`src/rtl/aqua_arb_pkg.sv`:
```
// Shared types and helpers for the N-channel memory arbiter.
// Optional feature macro used by the arbiter: AQUA_ARB_LOCK_EN.
package aqua_arb_pkg;

  // Arbiter FSM states
  typedef enum logic [1:0] {
    ST_IDLE  = 2'd0,
    ST_ISSUE = 2'd1,
    ST_WAIT  = 2'd2
  } arb_state_t;

  // Arbitration policy selectors for the MODE parameter
  localparam int MODE_TDM = 0;
  localparam int MODE_RR  = 1;

  // Width of a channel index; never below one bit
  function automatic int idx_width(input int n);
    return (n <= 2) ? 1 : $clog2(n);
  endfunction

endpackage

```
`src/rtl/aqua_rr_picker.sv`:
```
// Combinational rotate-priority picker: returns the first set request bit
// strictly after ptr, wrapping around. With a one-hot request vector it
// simply reports that bit, which is how the TDM slot owner is selected.
module aqua_rr_picker #(
  parameter int N  = 2,
  parameter int IW = 1
) (
  input  logic [N-1:0]  req,
  input  logic [IW-1:0] ptr,
  output logic [IW-1:0] grant,
  output logic          valid
);

  logic [IW-1:0] idx;

  // Scan from the farthest offset down so the nearest requester after ptr wins
  always_comb begin
    grant = '0;
    valid = 1'b0;
    idx   = '0;
    for (int k = N; k >= 1; k--) begin
      idx = IW'((int'(ptr) + k) % N);
      if (req[idx]) begin
        grant = idx;
        valid = 1'b1;
      end
    end
  end

endmodule

```
`src/rtl/aqua_mem_arbiter_n.sv`:
```
// N-channel arbiter in front of one shared memory port.
// Arbitration is TDM (MODE=0) or round-robin (MODE=1). Each transaction
// walks IDLE -> ISSUE -> WAIT and finishes with a one-cycle chReady pulse.
// Optional macro AQUA_ARB_LOCK_EN adds chLock for atomic multi-access
// sequences: a channel that completes with its lock high keeps exclusive
// ownership until it drops the lock while the arbiter is idle.
module aqua_mem_arbiter_n
  import aqua_arb_pkg::*;
#(
  parameter int NUM_CH         = 2,
  parameter int MEM_DATA_WIDTH = 32,
  parameter int MEM_ADDR_WIDTH = 32,
  parameter int MODE           = 1
) (
  input  logic                             clk,
  input  logic                             reset,
  input  logic [NUM_CH*MEM_ADDR_WIDTH-1:0] chAddr,
  input  logic [NUM_CH*MEM_DATA_WIDTH-1:0] chData,
  input  logic [NUM_CH-1:0]                chWr,
  input  logic [NUM_CH-1:0]                chReq,
  output logic [NUM_CH-1:0]                chReady,
  output logic [MEM_DATA_WIDTH-1:0]        memDataOutReg,
  output logic [MEM_ADDR_WIDTH-1:0]        memAddr,
  output logic                             memWr,
  output logic                             memReq,
  output logic [MEM_DATA_WIDTH-1:0]        memDataIn,
  input  logic                             memBusyOut,
  input  logic [MEM_DATA_WIDTH-1:0]        memDataOut
`ifdef AQUA_ARB_LOCK_EN
  ,
  input  logic [NUM_CH-1:0]                chLock
`endif
);

  localparam int            IW       = idx_width(NUM_CH);
  localparam logic [IW-1:0] LAST_IDX = IW'(NUM_CH - 1);

  // Per-channel views of the flat request buses
  logic [MEM_ADDR_WIDTH-1:0] addr_arr [NUM_CH];
  logic [MEM_DATA_WIDTH-1:0] data_arr [NUM_CH];

  arb_state_t                state_reg;
  arb_state_t                state_next;
  logic [IW-1:0]             gnt_reg;
  logic [IW-1:0]             rr_ptr_reg;
  logic [IW-1:0]             slot_reg;
  logic [NUM_CH-1:0]         ready_reg;
  logic [MEM_ADDR_WIDTH-1:0] addr_reg;
  logic [MEM_DATA_WIDTH-1:0] wdata_reg;
  logic                      wr_reg;
  logic [MEM_DATA_WIDTH-1:0] rdata_reg;

  logic [NUM_CH-1:0]         slot_mask;
  logic [NUM_CH-1:0]         gnt_onehot;
  logic [NUM_CH-1:0]         lock_mask;
  logic                      lock_hold;
  logic [NUM_CH-1:0]         eligible;
  logic [NUM_CH-1:0]         pick_req;
  logic [IW-1:0]             pick_ptr;
  logic [IW-1:0]             pick_idx;
  logic                      pick_valid;
  logic                      grant_en;
  logic                      done;

  for (genvar gi = 0; gi < NUM_CH; gi++) begin : g_chan
    assign addr_arr[gi]   = chAddr[gi*MEM_ADDR_WIDTH +: MEM_ADDR_WIDTH];
    assign data_arr[gi]   = chData[gi*MEM_DATA_WIDTH +: MEM_DATA_WIDTH];
    assign slot_mask[gi]  = (slot_reg == IW'(gi));
    assign gnt_onehot[gi] = (gnt_reg == IW'(gi));
  end

`ifdef AQUA_ARB_LOCK_EN
  logic          lock_active_reg;
  logic [IW-1:0] lock_ch_reg;

  // Lock is effective only while the owner keeps its chLock bit high
  assign lock_hold = lock_active_reg & chLock[lock_ch_reg];

  for (genvar gi = 0; gi < NUM_CH; gi++) begin : g_lock
    assign lock_mask[gi] = !lock_hold || (lock_ch_reg == IW'(gi));
  end

  // Lock is taken at completion and released when dropped in IDLE
  always_ff @(posedge clk) begin
    if (reset) begin
      lock_active_reg <= 1'b0;
      lock_ch_reg     <= '0;
    end else if (done) begin
      lock_active_reg <= chLock[gnt_reg];
      lock_ch_reg     <= gnt_reg;
    end else if (state_reg == ST_IDLE && !lock_hold) begin
      lock_active_reg <= 1'b0;
    end
  end
`else
  assign lock_hold = 1'b0;
  assign lock_mask = '1;
`endif

  // A channel whose ready pulse is showing is not yet asking again
  assign eligible = chReq & ~ready_reg & lock_mask;
  assign pick_req = (MODE == MODE_TDM) ? (eligible & slot_mask) : eligible;
  assign pick_ptr = (MODE == MODE_TDM) ? slot_reg : rr_ptr_reg;

  aqua_rr_picker #(
    .N  (NUM_CH),
    .IW (IW)
  ) u_picker (
    .req   (pick_req),
    .ptr   (pick_ptr),
    .grant (pick_idx),
    .valid (pick_valid)
  );

  // FSM state register
  always_ff @(posedge clk) begin
    if (reset) begin
      state_reg <= ST_IDLE;
    end else begin
      state_reg <= state_next;
    end
  end

  // FSM next-state and transaction strobes
  always_comb begin
    state_next = state_reg;
    grant_en   = 1'b0;
    done       = 1'b0;
    case (state_reg)
      ST_IDLE: begin
        if (pick_valid) begin
          grant_en   = 1'b1;
          state_next = ST_ISSUE;
        end
      end
      ST_ISSUE: begin
        if (!memBusyOut) begin
          state_next = ST_WAIT;
        end
      end
      ST_WAIT: begin
        if (!memBusyOut) begin
          done       = 1'b1;
          state_next = ST_IDLE;
        end
      end
      default: state_next = ST_IDLE;
    endcase
  end

  // Latch the granted channel's request fields; held until the next grant
  always_ff @(posedge clk) begin
    if (reset) begin
      gnt_reg   <= '0;
      addr_reg  <= '0;
      wdata_reg <= '0;
      wr_reg    <= 1'b0;
    end else if (grant_en) begin
      gnt_reg   <= pick_idx;
      addr_reg  <= addr_arr[pick_idx];
      wdata_reg <= data_arr[pick_idx];
      wr_reg    <= chWr[pick_idx];
    end
  end

  // Completion: ready pulse to the owner, read data captured for reads only
  always_ff @(posedge clk) begin
    if (reset) begin
      ready_reg <= '0;
      rdata_reg <= '0;
    end else begin
      ready_reg <= done ? gnt_onehot : '0;
      if (done && !wr_reg) begin
        rdata_reg <= memDataOut;
      end
    end
  end

  // Arbitration bookkeeping: advances only in IDLE and freezes under a lock
  always_ff @(posedge clk) begin
    if (reset) begin
      rr_ptr_reg <= LAST_IDX;
      slot_reg   <= '0;
    end else if (state_reg == ST_IDLE && !lock_hold) begin
      if (MODE == MODE_RR && pick_valid) begin
        rr_ptr_reg <= pick_idx;
      end
      slot_reg <= (slot_reg == LAST_IDX) ? '0 : slot_reg + 1'b1;
    end
  end

  assign memReq        = (state_reg == ST_ISSUE);
  assign memAddr       = addr_reg;
  assign memDataIn     = wdata_reg;
  assign memWr         = wr_reg;
  assign chReady       = ready_reg;
  assign memDataOutReg = rdata_reg;

endmodule
```
`config.mk`:
```
export PLATFORM = sky130hd
export DESIGN_NAME = aqua_mem_arbiter_n
export DESIGN_NICKNAME = d
export VERILOG_FILES = /design/src/rtl/aqua_arb_pkg.sv /design/src/rtl/aqua_rr_picker.sv /design/src/rtl/aqua_mem_arbiter_n.sv
export SDC_FILE = /design/constraint.sdc
export NUM_CORES = 1
export LEC_CHECK = 0
export ABC_AREA = 1
export CORE_MARGIN = 8
export CORE_UTILIZATION = 42
export DETAILED_ROUTE_END_ITERATION = 10
export MAX_ROUTING_LAYER = met4
export PLACE_DENSITY = 0.91
export SLEW_MARGIN = 20
export SYNTH_ARGS = -nofsm -noshare
export SYNTH_HDL_FRONTEND = slang
export SYNTH_SLANG_ARGS = --single-unit
export TNS_END_PERCENT = 30
```
`constraint.sdc`:
```
create_clock -name clk -period 3.35 [get_ports clk]
set_input_delay 0.67 -clock clk [delete_from_list [all_inputs] [get_ports clk]]
set_output_delay 0.67 -clock clk [all_outputs]
set_load 0.02 [all_outputs]
```
==> metrics.yaml, run 1 <==
clock_network:
  hold_buffers: 0
  cts_resized: 0
  cts_setup_buffers: 0
  clk_pin_slew_worst_paths_ns: 0.07
  clock-sinks: 103
  htree_levels: 3
  cts_tree: "built"
  cts-buffers-inserted: 9
  insertion_delay_ns: 0.34
  cts_root_buf: "clkbuf_16"
  ctsLongestPathBuffers: 2
grt:
  grt_first_pass_wirelength_um: 25100
  grt_start_max_net_pins: 69
  track_usage_pct: 21.3
  antenna_found_initial: 0
  first_global_vias: 5144
  overflow: 0
finish:
  final_layout_size_suffix_gt1_share_pct: 3.38
  nNetsFinal: 1138
  fillers: 942
  multiInputGateArea_mm2: 0.00198
  final_cell_count_no_fill: 1119
  diodes: 0
  seqCellArea_mm2: 0.00206
  area_delta_synth_final_pct: 59.0
logic_synthesis:
  synth_cells: 739
  syn-mean-instance-area_um2: 6.60
  synth.distinct_cells: 16
  synthTopCellsByCount: "inv_1, nand2_1, nand3_1, dfxtp_1, nor2_1"
  ys_seq_area_share_pct: 42.3
  ys_async_sr_fraction_pct: 0
  synth.area.top_cells: "dfxtp_1, nand3_1, inv_1"
  ys_seq_elements: 103
  ys.flop_type: "dfxtp_1"
  synth_edf_count: 0
  yosysTopAreaCell: "dfxtp_1"
  netlist_area_mm2: 0.00488
  netlist.area_leader.share_pct: 42.3
  ys_warn_count: 0
  synth_nets: 906
drt:
  ant_nets: 0
  wl_per_cell_um: 14.9
  drt_iter0_markers: 289
  drc: 0
  routed_via_density: 4.80
  drtPass1Iterations: 4
  vias: 5375
  routed_wl_um: 16700
setup_path:
  path_max_fanout: 3
  crit_type: "flip-flop to primary output"
  arrival_ns: 1.67
  cp-start-kind: "flip-flop"
  end_kind: "primary output"
  cp.required_ns: 2.68
power:
  combPwrFrac_pct: 30.9
  max-vdd-ir-drop_mv: 0.241
  switching_share_pct: 31.9
  leakagePower_uw: 0.00354
  pwr-share-clk_pct: 28.7
  p_sw_uw: 1110
  power.internal_uw: 2370
  power_density_mw_per_mm2: 449
  power_frac_seq_pct: 40.4
floorplan:
  io_pins: 267
  rows: 39
  floorplan.initialDensity_pct: 42.9
  die_w_um: 124
  die_y_um: 124
  core_area_mm2: 0.0114
  dieArea_mm2: 0.0153
place:
  placed_cells: 1103
  place_congestion: 0.783
  io_buffers: 266
  hpwl_um: 12300
job:
  drv_cap: 0
sta:
  grt_setup_unrepaired: "false"
  hold_viol: 0
  tightest_slew_ns: 0.821
  clock_skew_ns: 0.00819
  finalSetupViolCount: 0
  fmax_ghz: 0.428
  slew_violations: 0
  slew_headroom_pct: 45.2
  post-route-period-util_pct: 69.8
  finalCriticalPeriod_ns: 2.34
  finalSetupTns_ns: 0
hold_path:
  hold_class: "flip-flop to flip-flop"
outcome:
  status: "finished, final reports clean"
[power groups by stage]
stage | Clock [uW] | Sequential (uW) | Combinational [uW]
2_1_floorplan | 0 | 1580 | 426
3_3_place_gp | 0 | 1430 | 1060
3_5_place_dp | 0 | 1440 | 1080
4_1_cts | 1020 | 1410 | 1090
5_1_grt | 1060 | 1420 | 1170
6_report | 1000 | 1410 | 1080
[stage by stage]
stage	instance area (um^2)	setup slack, ns	util, %	power, uW	hold WS, ns
global route	7750	0.883	68.2	3660	0.468
finish	7750	1.01	68.2	3480	0.451
detailed placement	7470	0.751	65.7	2510	0.431
floorplan	4880	1.85	-	2000	0.413
CTS	7750	1.01	68.2	3510	0.453
global placement	7470	0.840	65.7	2490	0.431
[critical path, stage by stage, from the launching register on]
cell             delay (ns)
dfxtp_1                0.39
inv_1                  0.05
nor2_1                 0.22
clkdlybuf4s50_1        0.68
[worst paths after layout]
kind,startpoint,end,slack (ns),depth (start not counted)
setup / recovery,state_reg[0]$_SDFFE_PP0P_,memReq,1.01,3
hold / removal,gnt_reg$_SDFFE_PP0P_,chReady[0]$_SDFF_PP0_,0.45,1
setup reg to reg,state_reg[1]$_SDFFE_PP0P_,memDataOutReg[6]$_SDFFE_PP0P_,1.38,6
hold reg to reg,gnt_reg$_SDFFE_PP0P_,chReady[0]$_SDFF_PP0_,0.45,1
[cell usage in the layout (no fill, tap or decap), drive strengths merged]
master,Yosys,final
nor2,71,71
clkinv,0,3
clkdlybuf4s50,0,265
dfxtp,103,103
clkinvlp,0,2
nand3,135,135
buf,33,8
nand2,138,138
a21oi,67,67
clkbuf,19,9
inv,140,142
o21ai,33,33
[logic make-up after synthesis]
logic type             count (synthesis)  synth area share, %
and+or+nand+nor                      344                 30.3
buffers and inverters                192                 17.2
DFF                                  103                 42.3
AOI/OAI and AO/OA                    100                 10.3
[cell type report]
class / instances / share of cell area (%)
Tap cell: 143 / 2.31
Inverter: 140 / 6.78
Clock buffer: 9 / 2.91
Timing Repair Buffer: 273 / 35.1
Sequential cell: 103 / 26.6
Multi-Input combinational cell: 444 / 25.5
Clock inverter: 7 / 0.742
[metal layers]
| layer | track usage (%) | vias up | share of wire, % |
|---|---|---|---|
| met5 | - | - | 0 |
| met4 | 8.58 | 0 | 2.8 |
| met3 | 6.07 | 29 | 8.6 |
| met2 | 36.1 | 207 | 49 |
| met1 | 23.0 | 2400 | 39 |
| li1 | - | 2739 | - |
Power figures use the tool's default switching activity.
==> run 2: changes to the inputs <==
Settings changed: CORE_UTILIZATION 42 to 35, PLACE_DENSITY 0.91 to 0.81.
Clock period 3.35 ns to 2 ns, I/O delays scaled along.
==> run 2 against run 1 <==
Flip-flop and latch count did not move. Combinational power rose by 70%. Via count fell by 3.4%. Non-clock buffer count rose by 7. Critical path type unchanged. Critical endpoint is now memAddr[0]. Largest cell class unchanged.
==> metrics.yaml, run 2 (synthesis results as in run 1) <==
drt:
  vias: 5192
  drc: 0
  routed_wl_um: 16600
  routed_via_density: 4.46
  ant_nets: 0
  wl_per_cell_um: 14.3
  drtPass1Iterations: 5
  drt_iter0_markers: 298
finish:
  layout_common_cells: "clkdlybuf4s50_1, inv_1, nand2_1"
  nNetsFinal: 1145
  final_cell_area_mm2: 0.00790
  area_delta_synth_final_pct: 61.9
  final_layout_size_suffix_gt1_share_pct: 3.97
  final_common_cell: "clkdlybuf4s50_1"
floorplan:
  dieArea_mm2: 0.0180
  core_area_mm2: 0.0138
  io_pins: 267
  die_w_um: 134
  floorplan.initialDensity_pct: 35.4
  rows: 43
  die_y_um: 134
sta:
  grt_setup_unrepaired: "false"
  slew_violations: 0
  finalSetupViolCount: 0
  setup_ws_ns: 0.247
  hold_viol: 0
  fmax_ghz: 0.570
  post-route-period-util_pct: 87.7
  tightest_slew_ns: 0.553
  clock_skew_ns: 0.00794
  finalSetupTns_ns: 0
  slew_headroom_pct: 63.1
  finalCriticalPeriod_ns: 1.75
power:
  power_density_mw_per_mm2: 738
  max-vdd-ir-drop_mv: 0.422
  leakagePower_uw: 0.00358
setup_path:
  r2r-start: "state_reg[1]$_SDFFE_PP0P_"
  cp_cell_sequence: "clkdlybuf4s50_1"
  crit_type: "flip-flop to primary output"
  path_buf_inv: 1
  r2r_end: "memDataOutReg[24]$_SDFFE_PP0P_"
  path_depth: 1
  r2r_setup_slack_ns: 0.63
  arrival_ns: 1.35
  worstSetupEndpoint: "memAddr[0]"
  path_delay_family: "buffers and inverters"
  ff2ff_path_depth: 6
  cp-startpoint: "memAddr[0]$_SDFFE_PP0P_"
  cpMaxStageDelayCell: "clkdlybuf4s50_1"
  cpPeakStageDelay_ns: 0.65
  path_max_fanout: 2
  cp.required_ns: 1.60
  end_kind: "primary output"
  cp-start-kind: "flip-flop"
place:
  dp_slack_ns: 0.195
  hpwl_um: 12400
  io_buffers: 266
  place_area_mm2: 0.00762
  place_congestion: 0.795
clock_network:
  cts-buffers-inserted: 9
  clock-sinks: 103
  cts_tree: "built"
  insertion_delay_ns: 0.34
  cts_setup_buffers: 0
  htree_levels: 3
  clk_pin_slew_worst_paths_ns: 0.07
  ctsLongestPathBuffers: 2
  cts_root_buf: "clkbuf_16"
grt:
  antenna_found_initial: 1
  first_global_vias: 5075
  overflow: 0
  grt_start_max_net_pins: 54
  grt_first_pass_wirelength_um: 25900
  track_usage_pct: 18.5
job:
  drv_cap: 0
hold_path:
  hold_class: "input pin to flip-flop"
outcome:
  status: "finished, final reports clean"
==> run 2: cell count changes in the layout (fill, tap and decap cells not counted), sizes merged <==
cell,change
buf,+7
clkinvlp,+3
clkinv,-3
inv,-1
clkdlybuf4s50,-1
clkbuf,+1
diode,+1
dlygate4sd2,+1
==> run 2: timing repair <==
item                                    in CTS  in global routing
gates resized for setup                      1                  0
endpoints found under the setup margin       1                  0
hold buffers                                 0                  0
==> run 2: tightest hold or removal path, cell delays in order <==
cell	delay, ns
buf_2	0.10
inv_1	0.07
nand3_1	0.08
==> run 2: how the worst min path moves through the flow <==
stage | endpoint | slack (ns) | from | cells after the start
2_1_floorplan | chReady[0]$_SDFF_PP0_ | 0.41 | gnt_reg$_SDFFE_PP0P_ | 1
3_3_place_gp | chReady[0]$_SDFF_PP0_ | 0.43 | gnt_reg$_SDFFE_PP0P_ | 1
3_5_place_dp | chReady[0]$_SDFF_PP0_ | 0.43 | gnt_reg$_SDFFE_PP0P_ | 1
4_1_cts | pick_ptr$_SDFFE_PP1P_ | 0.33 | reset | 3
5_1_grt | pick_ptr$_SDFFE_PP1P_ | 0.38 | reset | 3
6_report | pick_ptr$_SDFFE_PP1P_ | 0.35 | reset | 3
==> run 2: cell type report <==
| class | count | area, um^2 |
|---|---|---|
| Fill cell | 1314 | 5880 |
| Timing Repair Buffer | 280 | 2820 |
| Sequential cell | 103 | 2060 |
| Multi-Input combinational cell | 444 | 1980 |
| Inverter | 140 | 526 |
| Clock buffer | 10 | 229 |
| Tap cell | 180 | 225 |
| Clock inverter | 6 | 46.3 |
| Antenna cell | 1 | 2.50 |
==> run 2: layer usage <==
layer / vias up / track usage (%) / part of all wire [%]
li1: 2758 / - / -
met1: 2222 / 20.5 / 42
met2: 188 / 29.7 / 48
met3: 24 / 6.21 / 8.1
met4: 0 / 8.23 / 2.4
met5: - / - / 0
==> run 2: power by group <==
group | switching [uW] | internal, uW | total, uW
clock | 780 | 849 | 1630
combinational | 946 | 895 | 1840
sequential | 98.3 | 2260 | 2350
==> run 2: through the flow <==
| step | power [uW] | utilization [%] | hold WS [ns] | cells |
|---|---|---|---|---|
| after floorplan | 3350 | - | 0.413 | 739 |
| after global placement | 4230 | 55.3 | 0.430 | 1147 |
| after detailed placement | 4250 | 55.3 | 0.433 | 1147 |
| after CTS | 5900 | 57.3 | 0.332 | 1163 |
| after global routing | 6160 | 57.3 | 0.376 | 1164 |
| final | 5820 | 57.3 | 0.350 | 1164 |
